==> config.mk <==
export PLATFORM = sky130hd
export DESIGN_NAME = n64_reply_serializer
export DESIGN_NICKNAME = d
export VERILOG_FILES = /design/src/rtl/n64_pkg.sv /design/src/rtl/n64_quarter_timer.sv /design/src/rtl/n64_reply_serializer.sv
export SDC_FILE = /design/constraint.sdc
export NUM_CORES = 1
export LEC_CHECK = 0
export CORE_AREA = 2 2 193 195
export CTS_CLUSTER_DIAMETER = 40
export CTS_CLUSTER_SIZE = 30
export DETAILED_ROUTE_END_ITERATION = 10
export DIE_AREA = 0 0 195 197
export GPL_TIMING_DRIVEN = 0
export PLACE_DENSITY = 0.57
export RECOVER_POWER = 50
export SKIP_CTS_REPAIR_TIMING = 1
export SYNTH_ARGS = -nofsm -noshare
export SYNTH_HDL_FRONTEND = slang
export SYNTH_SLANG_ARGS = --single-unit
==> constraint.sdc <==
create_clock -name clk -period 7.2 [get_ports clk]
set_input_delay 1.44 -clock clk [delete_from_list [all_inputs] [get_ports clk]]
set_output_delay 1.44 -clock clk [all_outputs]
set_load 0.02 [all_outputs]
==> src/rtl/n64_pkg.sv <==
// Shared types and constants for the N64 reply transmitter.
package n64_pkg;

    localparam int QUARTERS_PER_BIT = 4;

    typedef enum logic [1:0] {
        IDLE,
        DATA,
        STOP
    } tx_state_t;

    // Canned reply bytes the command decoder loads into the buffer
    localparam logic [7:0] STATUS_B0      = 8'h05;
    localparam logic [7:0] STATUS_B1      = 8'h00;
    localparam logic [7:0] STATUS_B2      = 8'h01;
    localparam logic [7:0] PAK_INSERTED   = 8'hE1;
    localparam logic [7:0] RUMBLE_PAK_ID  = 8'h80;
    localparam logic [7:0] RUMBLE_PAK_ALT = 8'hB8;

endpackage

==> src/rtl/n64_quarter_timer.sv <==
// Restartable quarter-bit prescaler: ticks every CLKS_PER_QUARTER enabled
// cycles and keeps a wrapping 2-bit quarter index within the bit cell.
module n64_quarter_timer #(
    parameter int CLKS_PER_QUARTER = 28
) (
    input  logic       clk,
    input  logic       rst,
    input  logic       restart,
    input  logic       en,
    output logic       quarter_tick,
    output logic [1:0] quarter_idx
);

    localparam int CNT_W = (CLKS_PER_QUARTER > 1) ? $clog2(CLKS_PER_QUARTER) : 1;
    localparam logic [CNT_W-1:0] LAST = CNT_W'(CLKS_PER_QUARTER - 1);

    logic [CNT_W-1:0] cnt;

    // Tick on the last cycle of a quarter so the owner updates on quarter boundaries
    assign quarter_tick = en && (cnt == LAST);

    // Prescaler only runs while enabled; restart realigns it to a fresh q0
    always_ff @(posedge clk or posedge rst) begin
        if (rst) begin
            cnt         <= '0;
            quarter_idx <= '0;
        end else if (restart) begin
            cnt         <= '0;
            quarter_idx <= '0;
        end else if (quarter_tick) begin
            cnt         <= '0;
            quarter_idx <= quarter_idx + 2'd1;
        end else if (en) begin
            cnt <= cnt + CNT_W'(1);
        end
    end

endmodule

==> src/rtl/n64_reply_serializer.sv <==
// N64 reply transmitter: byte buffer plus a bit-cell serializer that drives
// the open-drain data line MSB-first with a trailing stop bit.
module n64_reply_serializer
    import n64_pkg::*;
#(
    parameter int MAX_BYTES         = 33,
    parameter int CLKS_PER_QUARTER  = 28,
    parameter int STOP_LOW_QUARTERS = 2,
    parameter int ADDR_W            = $clog2(MAX_BYTES)
) (
    input  logic              clk,
    input  logic              rst,
    input  logic              wr_en,
    input  logic [ADDR_W-1:0] wr_addr,
    input  logic [7:0]        wr_data,
    output logic              wr_err,
    input  logic [ADDR_W:0]   len,
    input  logic              start,
    output logic              start_err,
    input  logic              abort,
    output logic              busy,
    output logic              done,
    output logic              line_oe
);

    tx_state_t         state;
    logic [ADDR_W:0]   len_q;
    logic [ADDR_W-1:0] byte_idx;
    logic [2:0]        bit_idx;
    logic [7:0]        cur_byte;
    logic [7:0]        mem [MAX_BYTES];

    logic       q_tick;
    logic [1:0] q_idx;
    logic       addr_bad, len_ok, accept, wr_ok, last_byte;
    logic [7:0] byte0;
    logic [1:0] next_q;

    assign addr_bad  = 32'(wr_addr) >= 32'(MAX_BYTES);
    assign len_ok    = (len != '0) && (32'(len) <= 32'(MAX_BYTES));
    assign accept    = (state == IDLE) && start && !abort && len_ok;
    assign wr_ok     = wr_en && (state == IDLE) && !addr_bad;
    // A write landing with the accepted start must be the byte that goes out
    assign byte0     = (wr_ok && wr_addr == '0) ? wr_data : mem[0];
    assign last_byte = ({1'b0, byte_idx} == len_q - (ADDR_W+1)'(1));
    assign next_q    = q_idx + 2'd1;

    n64_quarter_timer #(
        .CLKS_PER_QUARTER(CLKS_PER_QUARTER)
    ) u_qtimer (
        .clk         (clk),
        .rst         (rst),
        .restart     (accept),
        .en          (state != IDLE),
        .quarter_tick(q_tick),
        .quarter_idx (q_idx)
    );

    // Reply buffer: contents survive reset and frames, writable only while idle
    always_ff @(posedge clk) begin
        if (wr_ok) mem[wr_addr] <= wr_data;
    end

    // Frame sequencer; line_oe is always set for the quarter being entered
    always_ff @(posedge clk or posedge rst) begin
        if (rst) begin
            state     <= IDLE;
            busy      <= 1'b0;
            done      <= 1'b0;
            line_oe   <= 1'b0;
            start_err <= 1'b0;
            wr_err    <= 1'b0;
            len_q     <= '0;
            byte_idx  <= '0;
            bit_idx   <= '0;
            cur_byte  <= '0;
        end else begin
            done      <= 1'b0;
            start_err <= 1'b0;
            wr_err    <= wr_en && ((state != IDLE) || addr_bad);
            case (state)
                IDLE: begin
                    if (start && !abort) begin
                        if (len_ok) begin
                            state    <= DATA;
                            busy     <= 1'b1;
                            line_oe  <= 1'b1;
                            len_q    <= len;
                            byte_idx <= '0;
                            bit_idx  <= 3'd7;
                            cur_byte <= byte0;
                        end else begin
                            start_err <= 1'b1;
                        end
                    end
                end
                DATA: begin
                    if (abort) begin
                        state   <= IDLE;
                        busy    <= 1'b0;
                        line_oe <= 1'b0;
                    end else if (q_tick) begin
                        case (q_idx)
                            2'd0, 2'd1: line_oe <= ~cur_byte[bit_idx];
                            2'd2:       line_oe <= 1'b0;
                            default: begin
                                line_oe <= 1'b1;
                                if (bit_idx == 3'd0) begin
                                    if (last_byte) begin
                                        state <= STOP;
                                    end else begin
                                        byte_idx <= byte_idx + ADDR_W'(1);
                                        cur_byte <= mem[byte_idx + ADDR_W'(1)];
                                        bit_idx  <= 3'd7;
                                    end
                                end else begin
                                    bit_idx <= bit_idx - 3'd1;
                                end
                            end
                        endcase
                    end
                end
                STOP: begin
                    if (abort) begin
                        state   <= IDLE;
                        busy    <= 1'b0;
                        line_oe <= 1'b0;
                    end else if (q_tick) begin
                        if (q_idx == 2'd3) begin
                            state   <= IDLE;
                            busy    <= 1'b0;
                            done    <= 1'b1;
                            line_oe <= 1'b0;
                        end else begin
                            line_oe <= 32'(next_q) < 32'(STOP_LOW_QUARTERS);
                        end
                    end
                end
                default: begin
                    state   <= IDLE;
                    busy    <= 1'b0;
                    line_oe <= 1'b0;
                end
            endcase
        end
    end

endmodule

; ---- Yosys cells after proc, flatten, opt, wreduce, memory -nomap -nowiden
; Memory sizes are Yosys's and may differ from the RTL's.
; Cells that the tools add are included.
[totals]
regBits = 38
ramBits = 264
in_bits = 26
word_cells = 141
memories = 1
[memory_table]
columns = memory, depth, width, read_ports, rd_clocked_by_memory_dff, wr, line
row1 = mem, 33, 8, 2, 0, 1, n64_reply_serializer.sv:31  ; logic [7:0] mem [MAX_BYTES];
[classes]
n_addsub = 5
magnitude_cmp = 4
n_eq_ne = 22
n_mux = 66
bitwise = 1
reduce_logical = 30
[ops]
columns = cell, n
row1 = $mux 8, 8
row2 = $mux 6, 7
row3 = $mux 2, 12
row4 = $mux 1, 21
row5 = $mux 3, 7
row6 = $ne 3x3->1 const B, 7
row7 = $pmux 8 s2, 1
row8 = $reduce_and 8->1, 2
row9 = $mux 5, 3
row10 = $ne 2x2->1 const B, 7
row11 = $pmux 6 s2, 1
row12 = $logic_and 1x1->1, 10
row13 = $eq 6x7->1, 1
row14 = $le 7x6->1 const B, 1
row15 = $reduce_and 7->1, 1
row16 = $reduce_bool 7->1, 1
row17 = $sub 7x1->7 const B, 1
row18 = $add 6x1->6 const B, 1
row19 = $eq 2x2->1 const B, 3
row20 = $ge 6x6->1 const B, 1
row21 = $logic_not 6->1, 1
row22 = $pmux 1 s3, 2
row23 = $pmux 2 s3, 1
row24 = $pmux 3 s2, 1
row25 = 22 further kinds, 27

; ---- Logic depth before layout (Yosys ltp)
; Gate-level depths: netlist of run 1.
[logic_depth]
word_depth = 8
mapped_depth = 10
depth_no_buf = 8

; ---- Cells and area by module
; A second synthesis of run 1 with hierarchy kept.
[unflattened]
cells_unflattened = 742
area_unflattened_um2 = 12690.9
[modules_own_cells]
columns = mod, n_inst, cells_per_inst, area_each_um2, seq_area_each_um2
row1 = n64_reply_serializer, 1, 707, 12323.1, 8703.3
row2 = n64_quarter_timer, 1, 35, 367.9, 175.2

; ---- Worst setup path before layout of run 1
; No wires, ideal clock.
[synth_path]
path_type = input -> register
start = in wr_addr[4]
end = reg cur_byte[3]
setup_time_ps = 141
t_arrival_ps = 3376
required_time_ps = 7059
setup_slack_ps = 3683
cell_stages = 5
n_path_buf = 0
cell_sequence = or4_4 -> nor4_4 -> mux2_2 -> a221oi_1 -> a31oi_1
[synth_via]
elab_chain_len = 8
word_cells_on_any_way = 9
[synth_rtl]
columns = element, line
row1 = "start, declared", n64_reply_serializer.sv:14  ; input logic [ADDR_W-1:0] wr_addr,
row2 = $ge 6x6->1, n64_reply_serializer.sv:39  ; assign addr_bad = 32'(wr_addr) >= 32'(MAX_BYTES);
row3 = $logic_not 1->1, n64_reply_serializer.sv:42  ; assign wr_ok = wr_en && (state == IDLE) && !addr_bad;
row4 = $logic_and 1x1->1, n64_reply_serializer.sv:42
row5 = $logic_and 1x1->1 *, n64_reply_serializer.sv:44  ; assign byte0 = (wr_ok && wr_addr == '0) ? wr_data : mem[0];
row6 = $mux 8 *, n64_reply_serializer.sv:44
row7 = $mux 8 *, n64_reply_serializer.sv:84  ; if (len_ok) begin
row8 = $mux 8 *, n64_reply_serializer.sv:83  ; if (start && !abort) begin
row9 = $pmux 8 s2 *, n64_reply_serializer.sv:81  ; case (state)
row10 = "end signal, assigned", n64_reply_serializer.sv:91  ; cur_byte <= byte0;
row11 = "end signal, assigned", n64_reply_serializer.sv:113  ; cur_byte <= mem[byte_idx + ADDR_W'(1)];
row12 = "end, declared", n64_reply_serializer.sv:30  ; logic [7:0] cur_byte;
; Every way passes the cells marked *; elsewhere a longest branch is shown, timed or not. The select of a mux whose other input is x is not followed.
; A chain may end at the register's enable or synchronous reset.

; ---- Worst setup path in the final report of run 1
[layout_path]
start = in wr_addr[4]
end = mem mem[6][5] (enable)
[layout_via]
elab_chain_len = 5
[layout_rtl]
columns = element, line
row1 = $ge 6x6->1, n64_reply_serializer.sv:39
row2 = $logic_not 1->1, n64_reply_serializer.sv:42
row3 = $logic_and 1x1->1, n64_reply_serializer.sv:42
row4 = $mux 1, n64_reply_serializer.sv:61  ; if (wr_ok) mem[wr_addr] <= wr_data;
row5 = $mux 1 (not written as such), n64_reply_serializer.sv:61
row6 = "end, declared", n64_reply_serializer.sv:31
; Parallel ways exist; a longest one is shown, timed or not.

==> results of run 1 <==
final timing paths:
kind | to | start | slack, ns
max in group asynchronous | cur_byte[1] | rst | 4.48
min reg2reg | busy | busy | 0.49
max reg2reg | cur_byte[2] | byte_idx[1] | 3.80
min | busy | busy | 0.49
max | mem[6][5] | wr_addr[4] | 3.19
min in group asynchronous | byte_idx[2] | rst | 1.82
flip-flops by register name, indices dropped and copies added, names as in the netlist, 2 cells and up:
register,cells
mem,264
u_qtimer.cnt,5
bit_idx,3
u_qtimer.quarter_idx,2
len_q,7
byte_idx,6
cur_byte,8
state,2
area by class of cell:
cell class                      count  area (um^2)  area share, %
Clock inverter                     27          284           1.88
Inverter                           16         60.1          0.398
Tap cell                          468          586           3.88
Multi-Input combinational cell    459         3730           24.7
Buffer                             34          195           1.29
Timing Repair Buffer               30          282           1.86
Sequential cell                   302         8880           58.8
Clock buffer                       49         1090           7.20
layer usage:
layer	up-vias	wire length [um]
li1	3371	-
met1	3753	14300
met2	222	13600
met3	63	1730
met4	0	911
met5	-	0
synthesized netlist by cell type (all sizes together), types with 2 or more instances:
cell	count	area, um^2
a21o	5	37.5
nand3b	4	30.0
clkbuf	8	30.0
mux2	11	124
or3	5	31.3
o41ai	2	17.5
nand4b	3	26.3
and2	5	31.3
ha	7	87.6
nor3b	2	15.0
a221oi	2	17.5
o21ai	16	80.1
or2	2	12.5
a222oi	6	60.1
mux4	42	946
nand2b	2	12.5
mux2i	56	561
o22ai	24	150
nor2	66	248
inv	15	56.3
a21bo	4	40.0
a211oi	3	22.5
edfxtp	264	7930
a31oi	6	37.5
nor3	7	35.0
a21oi	25	129
buf	26	165
nand3	16	80.1
xor2	8	88.8
a41oi	3	26.3
nand4	7	43.8
a221o	6	60.1
nand2	57	214
or4	8	63.8
a22oi	3	22.5
o211ai	7	52.6
nor2b	8	50.1
a21boi	6	45.0
nor4	2	27.5
o311a	2	20.0
dfrtp	38	951
and3	2	12.5
xnor2	7	61.3
per-stage QoR:
stage,hold slack [ns],cells,setup slack [ns]
floorplan,0.469,811,3.68
global placement,0.464,1309,2.71
detailed placement,0.479,1309,2.69
finish,0.495,1385,3.19
global route,0.506,1385,3.03
CTS,0.493,1385,3.24
layout by cell type (no fill, tap or decap), types with 8 or more instances in the layout:
master	synthesis	final
a21oi_1	24	24
nor2_1	66	66
buf_2	15	15
mux2_2	9	9
clkbuf_16	0	42
dfrtp_1	38	38
mux4_2	42	42
nor2b_1	8	8
clkbuf_1	8	17
o21ai_0	15	15
nand3_1	16	16
o22ai_1	24	24
mux2i_1	56	56
inv_1	15	15
clkdlybuf4s50_1	0	19
edfxtp_1	264	264
nand2_1	57	57
dlygate4sd3_1	0	8
logic make-up after synthesis:
logic type      after synthesis  synth area share, %
compound gates              128                 6.94
xor+xnor                     15                 1.17
fa+ha+maj                     7                0.681
buf+inv                      50                 1.98
flops                       302                 69.0
mux                         109                 12.7
simple gates                200                 7.55
where the power goes:
| part | switching, uW | internal [uW] | total [uW] |
|---|---|---|---|
| logic | 411 | 308 | 719 |
| registers | 37.3 | 1950 | 1990 |
| clock network | 802 | 1190 | 1990 |
==> metrics.md, run 1 <==
| Metric | Value |
|---|---|
| DR vias | 7,409 |
| Nature of the critical path startpoint | input pin |
| Global-route wire length before repair | 46,700 um |
| Critical path class | input pin to flip-flop |
| Setup-failing EPs final | 0 |
| Vias in the first global route | 7,599 |
| Seq cells post-synth | 302 |
| Synth unique cells | 65 |
| Width of the die | 195 um |
| Placed inst area | 13,800 um^2 |
| CP Capture Type | flip-flop |
| Drt total wl | 30,500 um |
| Top Family by Delay on Critical Path | simple AND/OR/NAND/NOR gates |
| Number of enable flip-flop cells after synthesis | 264 |
| Mapped Area | 12,900 um^2 |
| FMAX | 0.249 GHz |
| Outcome | finished with violations |
| Drt pass-1 iters | 7 |
| N_diodes | 0 |
| Largest net degree at the start of global routing | 39 |
| Fin nets | 917 |
| Vias per inst | 5.35 |
| Min-Delay Path Depth | 1 |
| GRT Overall Usage | 16.2% |
| Total Power | 4700 uW |
| Post-layout util | 41.7% |
| H-tree depth | 2 |
| YS warnings | 0 |
| RD Place Congestion | 0.861 |
| Max_slew headroom | -14.7% |
| Area grow syn2layout | 17.4% |
| CP peak stage delay | 0.77 ns |
| Worst-Margin Slew | 1.72 ns |
| Max-slew violation count | 144 |
| DPL Wire Length | 20,000 um |
| Clk Latency, worst-skew pair | 0.54 ns |
| Syn Area/Cell | 15.9 um^2 |
| Buf+Inv Stages, Crit Path | 1 |
| Leak | 0.00502 uW |
| # port buffers | 30 |
| Minimum clock period | 4.01 ns |
| Setup_tns | 0 ns |
| Crit path cell chain | clkdlybuf4s50_1 > or4_4 > a211oi_1 > nand3_1 > nor2_1 |
| Slowest CP cell | nor2_1 |
| Overflow after GRT | 0 |
| Clock Path Buffers | 3 |
| I/O pin count | 31 |
| Post-synthesis sequential area ratio | 69.0% |
| CP required | 7.34 ns |
| Initial drt markers | 721 |
| DRC viols | 0 |
| Violated checks | capacitance limit, slew limit |
| Final Hold Fails | 0 |
| Placeable Area | 36,300 um^2 |
| Total CTS buffers | 41 |
| GRT met2 Usage | 24.7% |
| Worst-path clk slew | 0.05 ns |
| Total die area | 38,400 um^2 |
| Worst Skew | 0.0204 ns |
| Power Dens Cells | 311 nW/um^2 |
| Most used DFF post-synth | edfxtp_1 |
| RSZ-0062 raised after global routing | false |
| DR WL/cell | 22.0 um |
| Met1 usage | 23.5% |
| Root buffer cell | clkbuf_16 |
| Fraction of registers with async set/reset | 12.6% |
| Initial core utilization | 35.5% |
| Gr busiest metal | met2 |
| # rows | 70 |
| CP Max Fanout | 8 |
| Syn nets | 844 |
| Finished Cell Area | 15,100 um^2 |
| Post-route ant nets | 0 |
| CTS Sinks | 302 |
| CTS tree | done |
| Initial antenna violation count | 0 |
| WP depth | 5 |
| Max_cap viols | 4 |
| Die H | 197 um |
| CP arrival | 4.15 ns |
| Min-delay worst type | flip-flop to flip-flop |
| Fillers | 3,291 |
| VDD IR-drop max | 166 uV |
| GR Util met3 | 2.70% |
| Cells after synthesis | 811 |
| Period utilization | 55.7% |
| Layout cells sized above 1 | 16.9% |
| Worst R2R Path Depth | 8 |
Power figures use the tool's default switching activity.
==> inputs of run 2 (changes only) <==
--- a/config.mk
+++ b/config.mk
@@ -11,7 +11,7 @@
 export DETAILED_ROUTE_END_ITERATION = 10
 export DIE_AREA = 0 0 195 197
 export GPL_TIMING_DRIVEN = 0
-export PLACE_DENSITY = 0.57
+export PLACE_DENSITY = 0.58
 export RECOVER_POWER = 50
 export SKIP_CTS_REPAIR_TIMING = 1
 export SYNTH_ARGS = -nofsm -noshare
==> constraint.sdc (replaced) <==
create_clock -name clk -period 3.49 [get_ports clk]
set_input_delay 0.698 -clock clk [delete_from_list [all_inputs] [get_ports clk]]
set_output_delay 0.698 -clock clk [all_outputs]
set_load 0.02 [all_outputs]
==> metrics.md, run 2 (synthesis gave the netlist of run 1 again) <==
| Metric | Value |
|---|---|
| Minimum clock period | 3.33 ns |
| RSZ-0062 raised after global routing | false |
| Power Dens Cells | 642 nW/um^2 (+110%) |
| CP required | 3.90 ns (-3.44 ns) |
| Min-delay worst type | flip-flop to flip-flop |
| DRC viols | 0 (unchanged) |
| Buf+Inv Stages, Crit Path | 3 (+2) |
| Critical path class | flip-flop to flip-flop |
| # rows | 70 (unchanged) |
| Outcome | finished with violations |
| RD Place Congestion | 0.831 (-3.5%) |
| Area grow syn2layout | 17.4% (about the same) |
| Clock Path Buffers | 3 (unchanged) |
| Leak | 0.00501 uW (-0.12%) |
| VDD IR-drop max | 349 uV (+110%) |
| Most flop-heavy register | mem |
| Initial antenna violation count | 0 (unchanged) |
| Total die area | 38,400 um^2 (unchanged) |
| DR WL/cell | 21.6 um (-1.8%) |
| N_diodes | 0 (unchanged) |
| Period utilization | 95.4% |
| Violated checks | capacitance limit, slew limit |
| Drt pass-1 iters | 8 (+1) |
| Initial drt markers | 757 (+5.0%) |
| Biggest regs | mem x264, cur_byte x8, len_q x7 |
| Die H | 197 um (unchanged) |
| Slowest CP cell | a211oi_1 |
| Max FFs per register | 264 (unchanged) |
| Worst-path clk slew | 0.06 ns (about the same) |
| CP peak stage delay | 0.52 ns (-0.25 ns) |
| Max_slew headroom | -11.5% (+3.2 points) |
| Most frequent cells in the layout | edfxtp_1, nor2_1, nand2_1 |
| CTS Sinks | 302 (unchanged) |
| WHS | 0.478 ns (-0.0164 ns) |
| Nature of the critical path startpoint | flip-flop |
| # port buffers | 30 (unchanged) |
| Width of the die | 195 um (unchanged) |
| Max_cap viols | 5 (+1) |
| Max-slew violation count | 179 (+24%) |
| Vias per inst | 5.40 (+0.96%) |
| CTS tree | done |
| I/O pin count | 31 (unchanged) |
| Fin nets | 917 (unchanged) |
| DPL Wire Length | 19,800 um (-1.2%) |
| FMAX | 0.300 GHz |
| CP Max Fanout | 10 (+2) |
| Initial core utilization | 35.5% (unchanged) |
| DR vias | 7,475 (+0.89%) |
| Setup-failing EPs final | 0 (unchanged) |
| Root buffer cell | clkbuf_16 |
| Commonest non-fill, non-tap cell in the layout | edfxtp_1 |
| GRT Overall Usage | 15.7% (-0.47 points) |
| Placeable Area | 36,300 um^2 (unchanged) |
| Cell mode on critical path | buf_2 |
| Largest net degree at the start of global routing | 39 (unchanged) |
| Worst-Margin Slew | 1.67 ns (-0.0486 ns) |
| Crit path cell chain | ha_1 > buf_4 > xor2_4 > buf_2 > buf_2 > mux4_2 > a211oi_1 > o21ai_1 > o22a_1 |
| Clk Latency, worst-skew pair | 0.55 ns (about the same) |
| Post-route ant nets | 0 (unchanged) |
| Total CTS buffers | 40 (-2.4%) |
| Worst Skew | 0.0318 ns (+0.0114 ns) |
| Setup_tns | 0 ns (unchanged) |
| Top Family by Delay on Critical Path | buffers and inverters |
| Final Hold Fails | 0 (unchanged) |
| Layout cells sized above 1 | 16.9% (+0.018 points) |
| CP arrival | 3.74 ns (-0.41 ns) |
| CP Capture Type | flip-flop |
| Global-route wire length before repair | 45,400 um (-2.8%) |
| H-tree depth | 2 (unchanged) |
| Drt total wl | 30,000 um (-1.8%) |
| Vias in the first global route | 7,326 (-3.6%) |
| Overflow after GRT | 0 (unchanged) |
-- run 2: layout make-up --
cell class                 count  area [um^2]
fill                        3302        21200
sequential                   302         8880
multi-input combinational    459         3730
clock buffer                  44         1030
tap                          468          586
clock inverter                30          349
timing repair buffer          31          280
buffer                        34          195
inverter                      16         60.1
-- run 2: power by group --
part | switching (uW) | leakage, uW | total [uW] | internal, uW
registers | 71.9 | 0.00284 | 4100 | 4020
clock network | 1670 | 0.000665 | 4100 | 2430
logic | 866 | 0.00151 | 1500 | 638
-- run 2: per-layer routing --
layer | GRT usage (%) | part of all wire, %
met2 | 24.0 | 46
met3 | 2.81 | 7.0
met4 | 4.10 | 1.8
met1 | 23.3 | 46
met5 | 0 | 0
-- run 2: metrics by stage --
stage	total power [uW]	std cells	setup WS, ns	utilization (%)	cell area [um^2]
5_1_grt	10000	1384	0.0385	41.7	15100
3_5_place_dp	5680	1309	-0.271	37.9	13800
3_3_place_gp	5670	1309	-0.306	37.9	13800
4_1_cts	9780	1383	0.225	41.7	15100
6_report	9700	1384	0.159	41.7	15100
2_1_floorplan	5180	811	0.715	-	12900
-- run 2: path summary, 6_finish.rpt --
check / cells after the start / from / endpoint / slack, ns
setup / recovery: 9 / byte_idx[1] / cur_byte[0] / 0.16
hold / removal: 1 / busy / busy / 0.48
setup reg to reg: 9 / byte_idx[1] / cur_byte[0] / 0.16
hold reg to reg: 1 / busy / busy / 0.48
max in group asynchronous: 2 / rst / bit_idx[2] / 1.52
min in group asynchronous: 2 / rst / len_q[2] / 1.07
==> inputs of run 3 (changes only) <==
--- a/config.mk
+++ b/config.mk
@@ -11,7 +11,7 @@
 export DETAILED_ROUTE_END_ITERATION = 10
 export DIE_AREA = 0 0 195 197
 export GPL_TIMING_DRIVEN = 0
-export PLACE_DENSITY = 0.58
+export PLACE_DENSITY = 0.57
 export RECOVER_POWER = 50
 export SKIP_CTS_REPAIR_TIMING = 1
 export SYNTH_ARGS = -nofsm -noshare
==> constraint.sdc (replaced) <==
create_clock -name clk -period 3.6 [get_ports clk]
set_input_delay 0.72 -clock clk [delete_from_list [all_inputs] [get_ports clk]]
set_output_delay 0.72 -clock clk [all_outputs]
set_load 0.02 [all_outputs]
==> metrics.md, run 3 (synthesis gave the netlist of run 1 again) <==
| Metric | Value |
|---|---|
| FF-to-FF End | cur_byte[2] |
| Leak | 0.00502 uW (+0.11%) |
| Placed inst area | 13,800 um^2 (unchanged) |
| Total CTS buffers | 41 (+2.5%) |
| Max_slew headroom | -14.7% (-3.2 points) |
| Top Family by Delay on Critical Path | compound AO/OA/AOI/OAI gates |
| Power Dens Cells | 622 nW/um^2 (-3.1%) |
| Min-Delay Path Depth | 1 (unchanged) |
| Hold endpoint | busy |
| Final Hold Fails | 0 (unchanged) |
| Max_cap viols | 4 (-1) |
| Clk Latency, worst-skew pair | 0.54 ns (about the same) |
| Nature of the critical path startpoint | flip-flop |
| GRT Overall Usage | 16.2% (+0.47 points) |
| Hold wc startpoint | busy |
| DR vias | 7,412 (-0.84%) |
| # port buffers | 30 (unchanged) |
| CTS tree | done |
| Register area | 8880 um^2 (unchanged) |
| VDD IR-drop max | 331 uV (-5.0%) |
| Die H | 197 um (unchanged) |
| Area grow syn2layout | 17.4% (about the same) |
| CP peak stage delay | 0.56 ns (+0.04 ns) |
| Worst Skew | 0.0188 ns (-0.0130 ns) |
| R2R Setup Slk | 0.20 ns (+0.04 ns) |
| DR WL/cell | 22.1 um (+2.0%) |
| Total Power | 9400 uW (-3.1%) |
| Placeable Area | 36,300 um^2 (unchanged) |
| Fillers | 3,293 (-0.27%) |
| Drt pass-1 iters | 7 (-1) |
| RD Place Congestion | 0.861 (+3.7%) |
| N_diodes | 0 (unchanged) |
| Worst-path clk slew | 0.05 ns (about the same) |
| Largest net degree at the start of global routing | 39 (unchanged) |
| CP required | 3.99 ns (+0.09 ns) |
| CTS Sinks | 302 (unchanged) |
| # rows | 70 (unchanged) |
| Fin nets | 917 (unchanged) |
| I/O pin count | 31 (unchanged) |
| Global-route wire length before repair | 46,700 um (+2.9%) |
| Outcome | finished with violations |
| FMAX | 0.294 GHz (-2.1%) |
| Vias in the first global route | 7,599 (+3.7%) |
| Most frequent cells in the layout | edfxtp_1, nor2_1, nand2_1 |
| Max-slew violation count | 144 (-20%) |
| Initial drt markers | 717 (-5.3%) |
| Worst-Margin Slew | 1.72 ns (+0.0486 ns) |
| Clock Path Buffers | 3 (unchanged) |
| Max FFs per register | 264 (unchanged) |
| Crit path cell chain | ha_1 > buf_2 > buf_4 > o211ai_1 > o22ai_1 > or4_1 > a222oi_1 > a21oi_1 |
| Post-route ant nets | 0 (unchanged) |
| Critical path class | flip-flop to flip-flop |
| CP Capture Type | flip-flop |
| Violated checks | capacitance limit, slew limit |
| Initial antenna violation count | 0 (unchanged) |
| Min-delay worst type | flip-flop to flip-flop |
| Drt total wl | 30,600 um (+2.0%) |
| DPL Wire Length | 20,000 um (+1.2%) |
| CP Max Fanout | 10 (unchanged) |
| Total die area | 38,400 um^2 (unchanged) |
| RR Startpoint | byte_idx[1] |
| Buf+Inv Stages, Crit Path | 2 (-1) |
| Area occupied by multi-input gates | 3730 um^2 (unchanged) |
| Finished Cell Area | 15,100 um^2 (about the same) |
| Setup-failing EPs final | 0 (unchanged) |
| Commonest non-fill, non-tap cell in the layout | edfxtp_1 |
| Initial core utilization | 35.5% (unchanged) |
| Vias per inst | 5.35 (-0.91%) |
| Worst R2R Path Depth | 8 (-1) |
| CP arrival | 3.79 ns (+0.05 ns) |
| Width of the die | 195 um (unchanged) |
| Root buffer cell | clkbuf_16 |
| Most flop-heavy register | mem |
| Slowest CP cell | or4_1 |
| H-tree depth | 2 (unchanged) |
| Overflow after GRT | 0 (unchanged) |
| Setup ws final | 0.198 ns (+0.0387 ns) |
| RSZ-0062 raised after global routing | false |
| Period utilization | 94.5% (-0.94 points) |
| Minimum clock period | 3.40 ns (+0.0713 ns) |
| Layout cells sized above 1 | 16.9% (-0.018 points) |
| Place WS | -0.190 ns (+0.0819 ns) |
| Post-layout util | 41.7% (about the same) |
| DRC viols | 0 (unchanged) |
| Biggest regs | mem x264, cur_byte x8, len_q x7 |
## run 3: per-stage QoR
step / hold WS, ns / instances / TNS (ns)
finish: 0.495 / 1385 / 0
global route: 0.506 / 1385 / 0
CTS: 0.493 / 1385 / 0
detailed placement: 0.479 / 1309 / -8.50
global placement: 0.464 / 1309 / -8.78
floorplan: 0.469 / 811 / 0
## run 3: how the worst max path moves through the flow
stage / from / endpoint / slack, ns / cells past startpoint
floorplan: wr_addr[4] / cur_byte[3] / 0.80 / 5
global placement: wr_addr[4] / cur_byte[3] / -0.17 / 6
detailed placement: wr_addr[4] / cur_byte[3] / -0.19 / 6
CTS: byte_idx[1] / cur_byte[1] / 0.20 / 10
global route: byte_idx[1] / cur_byte[1] / 0.06 / 10
finish: byte_idx[1] / cur_byte[2] / 0.20 / 8
## run 3: final cells by class
| type | count | share of cell area, % |
|---|---|---|
| Sequential cell | 302 | 58.8 |
| Multi-Input combinational cell | 459 | 24.7 |
| Clock buffer | 49 | 7.20 |
| Tap cell | 468 | 3.88 |
| Clock inverter | 27 | 1.88 |
| Timing Repair Buffer | 30 | 1.86 |
| Buffer | 34 | 1.29 |
| Inverter | 16 | 0.398 |
## run 3: power breakdown
group          switching [uW]  leakage, uW  internal (uW)  total, uW
clock                    1610     0.000673           2370       3980
sequential               74.7      0.00284           3900       3980
combinational             823      0.00150            618       1440
total                    2500      0.00502           6890       9400
## run 3: routing by layer
metal	track usage (%)	part of all wire [%]
met4	5.82	2.8
met5	0	0
met3	2.70	5.7
met1	23.5	47
met2	24.7	45
## run 3: worst register-to-register path, delay by kind of cell, from the launching register on
family,cells,cell delay [ns]
AOI/OAI and AO/OA,4,1.24
adders and majority gates,1,0.44
buffers and inverters,2,0.57
DFF,1,0.46
and+or+nand+nor,1,0.56
